File: src/rtl/bnn_pkg.sv
// Shared types and helpers for the binarised-network datapath blocks.
package bnn_pkg;

    typedef enum logic [2:0] {
        ST_IDLE,
        ST_LOAD,
        ST_RUN,
        ST_DRAIN,
        ST_FIN
    } bconv_state_t;

    // Widest vector popcount() accepts; narrower callers zero-extend.
    localparam int POP_MAX_W = 1024;

    function automatic int unsigned popcount(input logic [POP_MAX_W-1:0] v);
        int unsigned cnt;
        cnt = 0;
        for (int i = 0; i < POP_MAX_W; i++) begin
            cnt += 32'(v[i]);
        end
        return cnt;
    endfunction

    // Bits needed to hold a count in 0..taps.
    function automatic int pc_width(input int taps);
        return $clog2(taps + 1);
    endfunction

endpackage

File: src/rtl/bconv_xnor_popcount.sv
// XNOR of one window against one kernel, reduced to a match count.
module bconv_xnor_popcount
    import bnn_pkg::*;
#(
    parameter int TAPS = 9,
    parameter int PC_W = 4
) (
    input  logic [TAPS-1:0] window,
    input  logic [TAPS-1:0] kernel,
    output logic [PC_W-1:0] count
);

    logic [POP_MAX_W-1:0] match_ext;

    always_comb begin
        match_ext = '0;
        match_ext[TAPS-1:0] = ~(window ^ kernel);
    end

    assign count = PC_W'(popcount(match_ext));

endmodule

File: src/rtl/bconv_window_engine.sv
// Multi-channel binary convolution: captures a map and kernels, then streams
// one XNOR-popcount word per window position in row-major order.
module bconv_window_engine
    import bnn_pkg::*;
#(
    parameter int IN_H      = 28,
    parameter int IN_W      = 28,
    parameter int K_H       = 3,
    parameter int K_W       = 3,
    parameter int N_CH      = 1,
    parameter int SIGN_MODE = 0,
    parameter int THRESH    = 5,
    localparam int OUT_H    = IN_H - K_H + 1,
    localparam int OUT_W    = IN_W - K_W + 1,
    localparam int TAPS     = K_H * K_W,
    localparam int PC_W     = pc_width(K_H * K_W),
    localparam int ROW_W    = (OUT_H > 1) ? $clog2(OUT_H) : 1,
    localparam int COL_W    = (OUT_W > 1) ? $clog2(OUT_W) : 1
) (
    input  logic                   clk,
    input  logic                   rst,
    input  logic                   start,
    input  logic [IN_H*IN_W-1:0]   layer_i,
    input  logic [N_CH*TAPS-1:0]   kernel_i,
    output logic                   busy,
    output logic                   out_valid,
    input  logic                   out_ready,
    output logic [ROW_W-1:0]       out_row,
    output logic [COL_W-1:0]       out_col,
    output logic [N_CH*PC_W-1:0]   out_data,
    output logic                   done
);

    localparam int IDX_W = (IN_H * IN_W > 1) ? $clog2(IN_H * IN_W) : 1;
    localparam logic [ROW_W-1:0] ROW_LAST = ROW_W'(OUT_H - 1);
    localparam logic [COL_W-1:0] COL_LAST = COL_W'(OUT_W - 1);

    bconv_state_t          state;
    logic [IN_H*IN_W-1:0]  img;
    logic [N_CH*TAPS-1:0]  ker;
    logic [ROW_W-1:0]      pr;
    logic [COL_W-1:0]      pc;
    logic [IDX_W-1:0]      base;
    logic [TAPS-1:0]       window;
    logic [PC_W-1:0]       pop [N_CH];
    logic [N_CH*PC_W-1:0]  win_data;
    logic                  last_pos;

    // Pixel index of the window's top-left tap; every tap is a fixed offset from it.
    assign base = IDX_W'(pr) * IDX_W'(IN_W) + IDX_W'(pc);

    for (genvar kr = 0; kr < K_H; kr++) begin : g_row
        for (genvar kc = 0; kc < K_W; kc++) begin : g_col
            assign window[kr*K_W + kc] = img[base + IDX_W'(kr*IN_W + kc)];
        end
    end

    for (genvar n = 0; n < N_CH; n++) begin : g_ch
        bconv_xnor_popcount #(
            .TAPS (TAPS),
            .PC_W (PC_W)
        ) u_xnor_popcount (
            .window (window),
            .kernel (ker[n*TAPS +: TAPS]),
            .count  (pop[n])
        );

        if (SIGN_MODE != 0) begin : g_sign
            assign win_data[n*PC_W +: PC_W] = PC_W'(int'(pop[n]) >= THRESH);
        end else begin : g_count
            assign win_data[n*PC_W +: PC_W] = pop[n];
        end
    end

    assign last_pos = (pr == ROW_LAST) && (pc == COL_LAST);

    // Output stream: a word transfers on a rising edge where out_valid && out_ready;
    // the register refills only when empty or being accepted, so out_ready never
    // reaches out_valid/out_data combinationally and held words stay stable.
    always_ff @(posedge clk or posedge rst) begin
        if (rst) begin
            state     <= ST_IDLE;
            busy      <= 1'b0;
            out_valid <= 1'b0;
            done      <= 1'b0;
            out_row   <= '0;
            out_col   <= '0;
            out_data  <= '0;
            img       <= '0;
            ker       <= '0;
            pr        <= '0;
            pc        <= '0;
        end else begin
            done <= 1'b0;
            case (state)
                ST_IDLE: begin
                    if (start) begin
                        state <= ST_LOAD;
                        busy  <= 1'b1;
                    end
                end
                ST_LOAD: begin
                    img   <= layer_i;
                    ker   <= kernel_i;
                    pr    <= '0;
                    pc    <= '0;
                    state <= ST_RUN;
                end
                ST_RUN: begin
                    if (!out_valid || out_ready) begin
                        out_valid <= 1'b1;
                        out_data  <= win_data;
                        out_row   <= pr;
                        out_col   <= pc;
                        if (last_pos) begin
                            state <= ST_DRAIN;
                        end else if (pc == COL_LAST) begin
                            pc <= '0;
                            pr <= pr + 1'b1;
                        end else begin
                            pc <= pc + 1'b1;
                        end
                    end
                end
                ST_DRAIN: begin
                    if (out_ready) begin
                        out_valid <= 1'b0;
                        busy      <= 1'b0;
                        done      <= 1'b1;
                        state     <= ST_FIN;
                    end
                end
                ST_FIN: begin
                    state <= ST_IDLE;
                end
                default: begin
                    state <= ST_IDLE;
                end
            endcase
        end
    end

endmodule

File: config.mk
export PLATFORM = sky130hd
export DESIGN_NAME = bconv_window_engine
export DESIGN_NICKNAME = d
export VERILOG_FILES = /design/src/rtl/bnn_pkg.sv /design/src/rtl/bconv_xnor_popcount.sv /design/src/rtl/bconv_window_engine.sv
export SDC_FILE = /design/constraint.sdc
export NUM_CORES = 2
export LEC_CHECK = 0
export ABC_AREA = 1
export CAP_MARGIN = 10
export CORE_MARGIN = 3
export CORE_UTILIZATION = 40
export CTS_CLUSTER_SIZE = 40
export DETAILED_ROUTE_END_ITERATION = 12
export GPL_ROUTABILITY_DRIVEN = 0
export PLACE_DENSITY_LB_ADDON = 0.15
export SLEW_MARGIN = 25
export SYNTH_ARGS = -nofsm -noshare
export SYNTH_HDL_FRONTEND = slang
export SYNTH_HIERARCHICAL = 1
export SYNTH_SLANG_ARGS = --single-unit
File: constraint.sdc
create_clock -name clk -period 35.4 [get_ports clk]
set_input_delay 8.85 -clock clk [delete_from_list [all_inputs] [get_ports clk]]
set_output_delay 8.85 -clock clk [all_outputs]
set_load 0.02 [all_outputs]
# ---- Yosys cells after proc, flatten, opt, wreduce, memory -nomap -nowiden
# Cells that the tools add are included.
dict set report classes {
  n_eq_ne 11
  n_reduce_logical 13
  addsub 19
  mux 38
  magnitude_cmp 9
  shifts 0
  bitwise 2
  div 0
  multipliers 1
}
# operator count
set ops {}
lappend ops {{10-bit by 11-bit less-than comparator with 1-bit output, second input constant} 9}
lappend ops {{1-bit binary-select mux with 10-bit select} 9}
lappend ops {{10-bit by 5-bit adder with 10-bit output, second input constant} 3}
lappend ops {{10-bit by 6-bit adder with 10-bit output, second input constant} 3}
lappend ops {{5-bit 2-to-1 mux} 6}
lappend ops {{4-bit by 1-bit adder with 4-bit output} 7}
lappend ops {{5-bit case mux with 2 select lines} 2}
lappend ops {{1-bit 2-to-1 mux} 14}
lappend ops {{3-bit 2-to-1 mux} 4}
lappend ops {{2-bit != test, second input constant} 6}
lappend ops {{3-bit case mux with 4 select lines} 1}
lappend ops {{10-bit by 1-bit adder with 10-bit output, second input constant} 1}
lappend ops {{10-bit by 2-bit adder with 10-bit output, second input constant} 1}
lappend ops {{10-bit by 5-bit adder with 10-bit output} 1}
lappend ops {{5-bit by 1-bit adder with 5-bit output, second input constant} 2}
lappend ops {{5-bit equality test, second input constant} 2}
lappend ops {{9-bit inverter} 1}
lappend ops {{3-bit AND reduction} 3}
lappend ops {{9-bit bitwise XOR} 1}
lappend ops {{5-bit by 3-bit multiplier with 8-bit output, second input constant} 1}
lappend ops {{4-bit AND reduction} 2}
lappend ops {{3-bit by 2-bit equality test with 1-bit output, second input constant} 2}
lappend ops {{2-bit nonzero test} 3}
lappend ops {{1-bit case mux with 2 select lines} 2}
lappend ops {{7 further kinds} 7}
dict set report totals {
  out_inout_bits 17
  register_bits 823
  latchBits 0
  mem_bits_ro 0
  word_cells 104
  ram_bits 0
  mem_count 0
}

# ---- Logic depth before layout (Yosys ltp)
dict set report depth {
  ltp_word 15
  mapped_depth 39
}

# ---- By module
# Netlist, hierarchy kept.
# mod n_inst area_each_um2 cells_each seq_area_each_um2
set modules_own_cells {}
lappend modules_own_cells {bconv_window_engine 1 62357.3 10486 20594.8}
lappend modules_own_cells {bconv_xnor_popcount 1 344.1 65 0.0}

# ---- Least setup slack after synthesis
# No wires, ideal clock.
dict set report synth_timing {
  path_kind {input to register}
  start {input port out_ready}
  end {register pr[3]}
  cell_stages 11
  path_slack_ns 25.331
  arrival_ns 9.945
  n_path_buf 0
  cell_sequence {inv_1 -> nand2_1 -> inv_1 -> nor2_1 -> nand3_1 -> nand2_1 -> inv_1 -> nor2_1 -> nand2_1 -> o21ai_0 -> a21oi_1}
}
dict set report synth_between {
  elab_chain_cells 3
}
# item line
set synth_rtl {}
lappend synth_rtl {{from (decl)} bconv_window_engine.sv:27} ;# input logic out_ready,
lappend synth_rtl {{1-bit logical OR} bconv_window_engine.sv:110} ;# if (!out_valid || out_ready) begin
lappend synth_rtl {{2-bit != test (no source line)} -}
lappend synth_rtl {{4-bit AND reduction (no source line)} -}
lappend synth_rtl {{to (signal assigned)} bconv_window_engine.sv:119} ;# pr <= pr + 1'b1;
lappend synth_rtl {{to (decl)} bconv_window_engine.sv:41} ;# logic [ROW_W-1:0] pr;
# Every way passes these cells.
# A chain may end at the register's enable or synchronous reset.

==> flow_summary.toml <==
[global_routing]
grt_usage_pct = 38.2
grt_max_degree = 236
grt-ovfl-total = 0
grt_pass1_vias = 71200
antenna_found_initial = 33
grt_pass1_wl_mm = 465

[synthesis]
syn_area_per_cell_um2 = 5.94
synthMuxAreaShare_pct = 0.0160
synth_compound_area_share_pct = 1.41
synth-xor-area-share_pct = 0.854
ys_ff_latch = 823
synthTopCellsByArea = "dfrtp_1 (33%), nand2_1 (31%), nand3_1 (27%)"
yosysSeqAreaShare_pct = 32.8
ys_types = 36
synth_top_area_share_pct = 32.8
yosysWarningCount = 6
syn_inst = 10600
yosysTopAreaCell = "dfrtp_1"
synth_top_family_by_area = "simple AND/OR/NAND/NOR gates"
netlist_area_um2 = 62700
syn-num-nets = 11400
synth_adder_area_share_pct = 0.890
synthSimpleGateAreaFrac_pct = 58.2

[die]
die_w_um = 402
dieArea_um2 = 162000
row_count = 144
initial_core_util_pct = 40.5
core_um2 = 155000
dieHeight_um = 402
io_pins = 814

[route]
wl_mm = 321
vias_per_cell = 6.04
drc_errors = 0
antenna_left = 0
wl_per_cell_um = 24.8
vias = 78200
drt_iter0_markers = 12800
drt_pass1_iterations = 12

[timing]
period_share_pct = 33.1
rsz0062_at_grt = "no"
clock_skew_ps = 35.0
slew-limit-headroom_pct = 17.3
maxSlewViolCount = 0
finalSetupViolations = 0
tns_ps = 0
tightestPinTransition_ps = 1240
hold_violations = 0
clock.fmax_mhz = 85.4
fin_crit_ps = 11710

[outcome]
status = "complete, no violations"

[setup_path]
r2r-end = "out_data[1]"
start_kind = "input port"
rr_worst_depth = 30
r2r-start = "pr[2]"
critPathSlowestCell = "buf_4"
critical_path.max_fanout = 122
critical_path.top_delay_family = "buffers and inverters"
rrSetupSlack_ps = 25730
cp.required_ps = 36110
critical_path_class = "in -> async"
critPathMaxStageDelay_ps = 840
critPathCaptureType = "asynchronous set/reset pin"
critical_path_buf_inv_count = 5
cpMostUsedCell = "buf_4"
critical_path_arrival_ps = 12420
path_cells = "clkdlybuf4s50_1 > inv_8 > buf_4 > buf_4 > buf_4"

[flow_run]
max_cap_violations = 0

[clocking]
insertion_delay_ps = 750
postCtsSetupBuffers = 0
cts_tree = "built"
cts_resized = 0
clk_pin_slew_worst_paths_ps = 60
numCtsBuffers = 92
htree_levels = 3
cts_hold_buffers = 0
clkSinkCount = 823
clock_path_buffers = 3
clk_root_buffer_cell = "clkbuf_16"

[power]
ir_worst_vdd_v = 0.000110
powerDensity_nw_per_um2 = 111
leakage_nw = 36.8

[finish]
final_cells = 13000
nNetsFinal = 11600
syn2layout_area_growth_pct = 19.6
final_layout_size_suffix_gt1_share_pct = 3.07

[worst_hold_path]
whs_path_depth = 2
hold_class = "reg -> reg"
hold_start = "out_row[0]"
min_to = "out_row[0]"

[place]
port_buffers = 813
placed_cells = 12700
dp_hpwl_mm = 223
power by group:
part | internal, mW | switching (mW) | total [mW]
sequential | 1.41 | 0.571 | 1.98
clock | 0.564 | 0.412 | 0.976
combinational | 1.57 | 3.80 | 5.37
kinds of logic after synthesis:
kind of cell / count (synthesis)
buf+inv: 904
flops: 823
mux: 1
xor+xnor: 50
compound gates: 155
fa+ha+maj: 38
simple gates: 8580
how the worst max path moves through the flow:
stage,startpoint,endpoint,slack [ps],cells after the start
finish,rst,img[775],23690,5
floorplan,rst,busy,3430,1
CTS,rst,img[95],23480,5
global route,rst,img[465],23280,5
global placement,rst,img[3],22760,5
detailed placement,rst,img[200],22700,5
flip-flops by register name, summed over array words and instances (netlist names):
register and cells:
done 1, pc 5, ker 9, pr 5
out_valid 1, out_data 4, state 3, img 784
out_row 5, busy 1, out_col 5
tightest hold or removal path, stage by stage (launching register included):
cell     delay [ps]
dfrtp_1         350
nand2_1          50
o21ai_0          60
layer usage:
metal  up-vias  global-route usage (%)  part of all wire [%]  wire (um)
met5         -                   0.684                 0.060        193
met4        14                    25.3                   8.3      26600
met3      1364                    14.2                    14      44700
met2      5620                    54.2                    40     129000
met1     36100                    48.1                    38     120000
li1      35200                       -                     -          -
cell type report:
cell class                      instances  area (um^2)
Clock inverter                         32          384
Antenna cell                           31         77.6
Multi-Input combinational cell       8824        38900
Tap cell                             2044         2560
Timing Repair Buffer                  924         9230
Inverter                              141          596
Fill cell                           16200        80000
Sequential cell                       823        20600
Clock buffer                          134         2650
metrics by stage:
step | power, mW | util (%) | hold WS [ps] | area, um^2 | worst slack, ps
after floorplan | 5.32 | - | 453 | 62700 | 3430
final | 8.32 | 48.4 | 489 | 75000 | 23690
after detailed placement | 7.07 | 46.3 | 478 | 71700 | 22700
after global placement | 6.98 | 46.3 | 481 | 71700 | 22760
after CTS | 8.08 | 48.2 | 492 | 74700 | 23480
after global routing | 8.93 | 48.4 | 529 | 74900 | 23280
placed cells by master (no fill, tap or decap), drive strengths merged, types with 3 or more instances in the layout:
| cell type | Yosys | final |
|---|---|---|
| a21oi | 32 | 32 |
| buf | 264 | 111 |
| bufinv | 0 | 6 |
| clkbuf | 499 | 134 |
| clkdlybuf4s50 | 0 | 813 |
| clkinv | 3 | 24 |
| clkinvlp | 0 | 3 |
| dfrtp | 823 | 823 |
| diode | 0 | 31 |
| fa | 11 | 11 |
| ha | 27 | 27 |
| inv | 138 | 140 |
| nand2 | 5142 | 5142 |
| nand3 | 3341 | 3341 |
| nand3b | 3 | 3 |
| nand4 | 20 | 20 |
| nor2 | 62 | 62 |
| nor3 | 9 | 9 |
| o211ai | 39 | 39 |
| o21ai | 78 | 78 |
| xnor2 | 20 | 20 |
| xor2 | 30 | 30 |
Yosys cell counts (all sizes together):
cell type / n
nor4: 1
fa: 11
nand4: 20
buf: 264
ha: 27
o211ai: 39
xor2: 30
nor3b: 1
nand2: 5142
nor2: 62
o22ai: 2
clkbuf: 499
xnor2: 20
inv: 138
dfrtp: 823
a31oi: 2
mux2i: 1
o21ai: 78
nand3b: 3
nor3: 9
a21oi: 32
a21o: 2
nand3: 3341
or2: 1
clkinv: 3
Note: power is estimated with default switching activity, not from simulation.
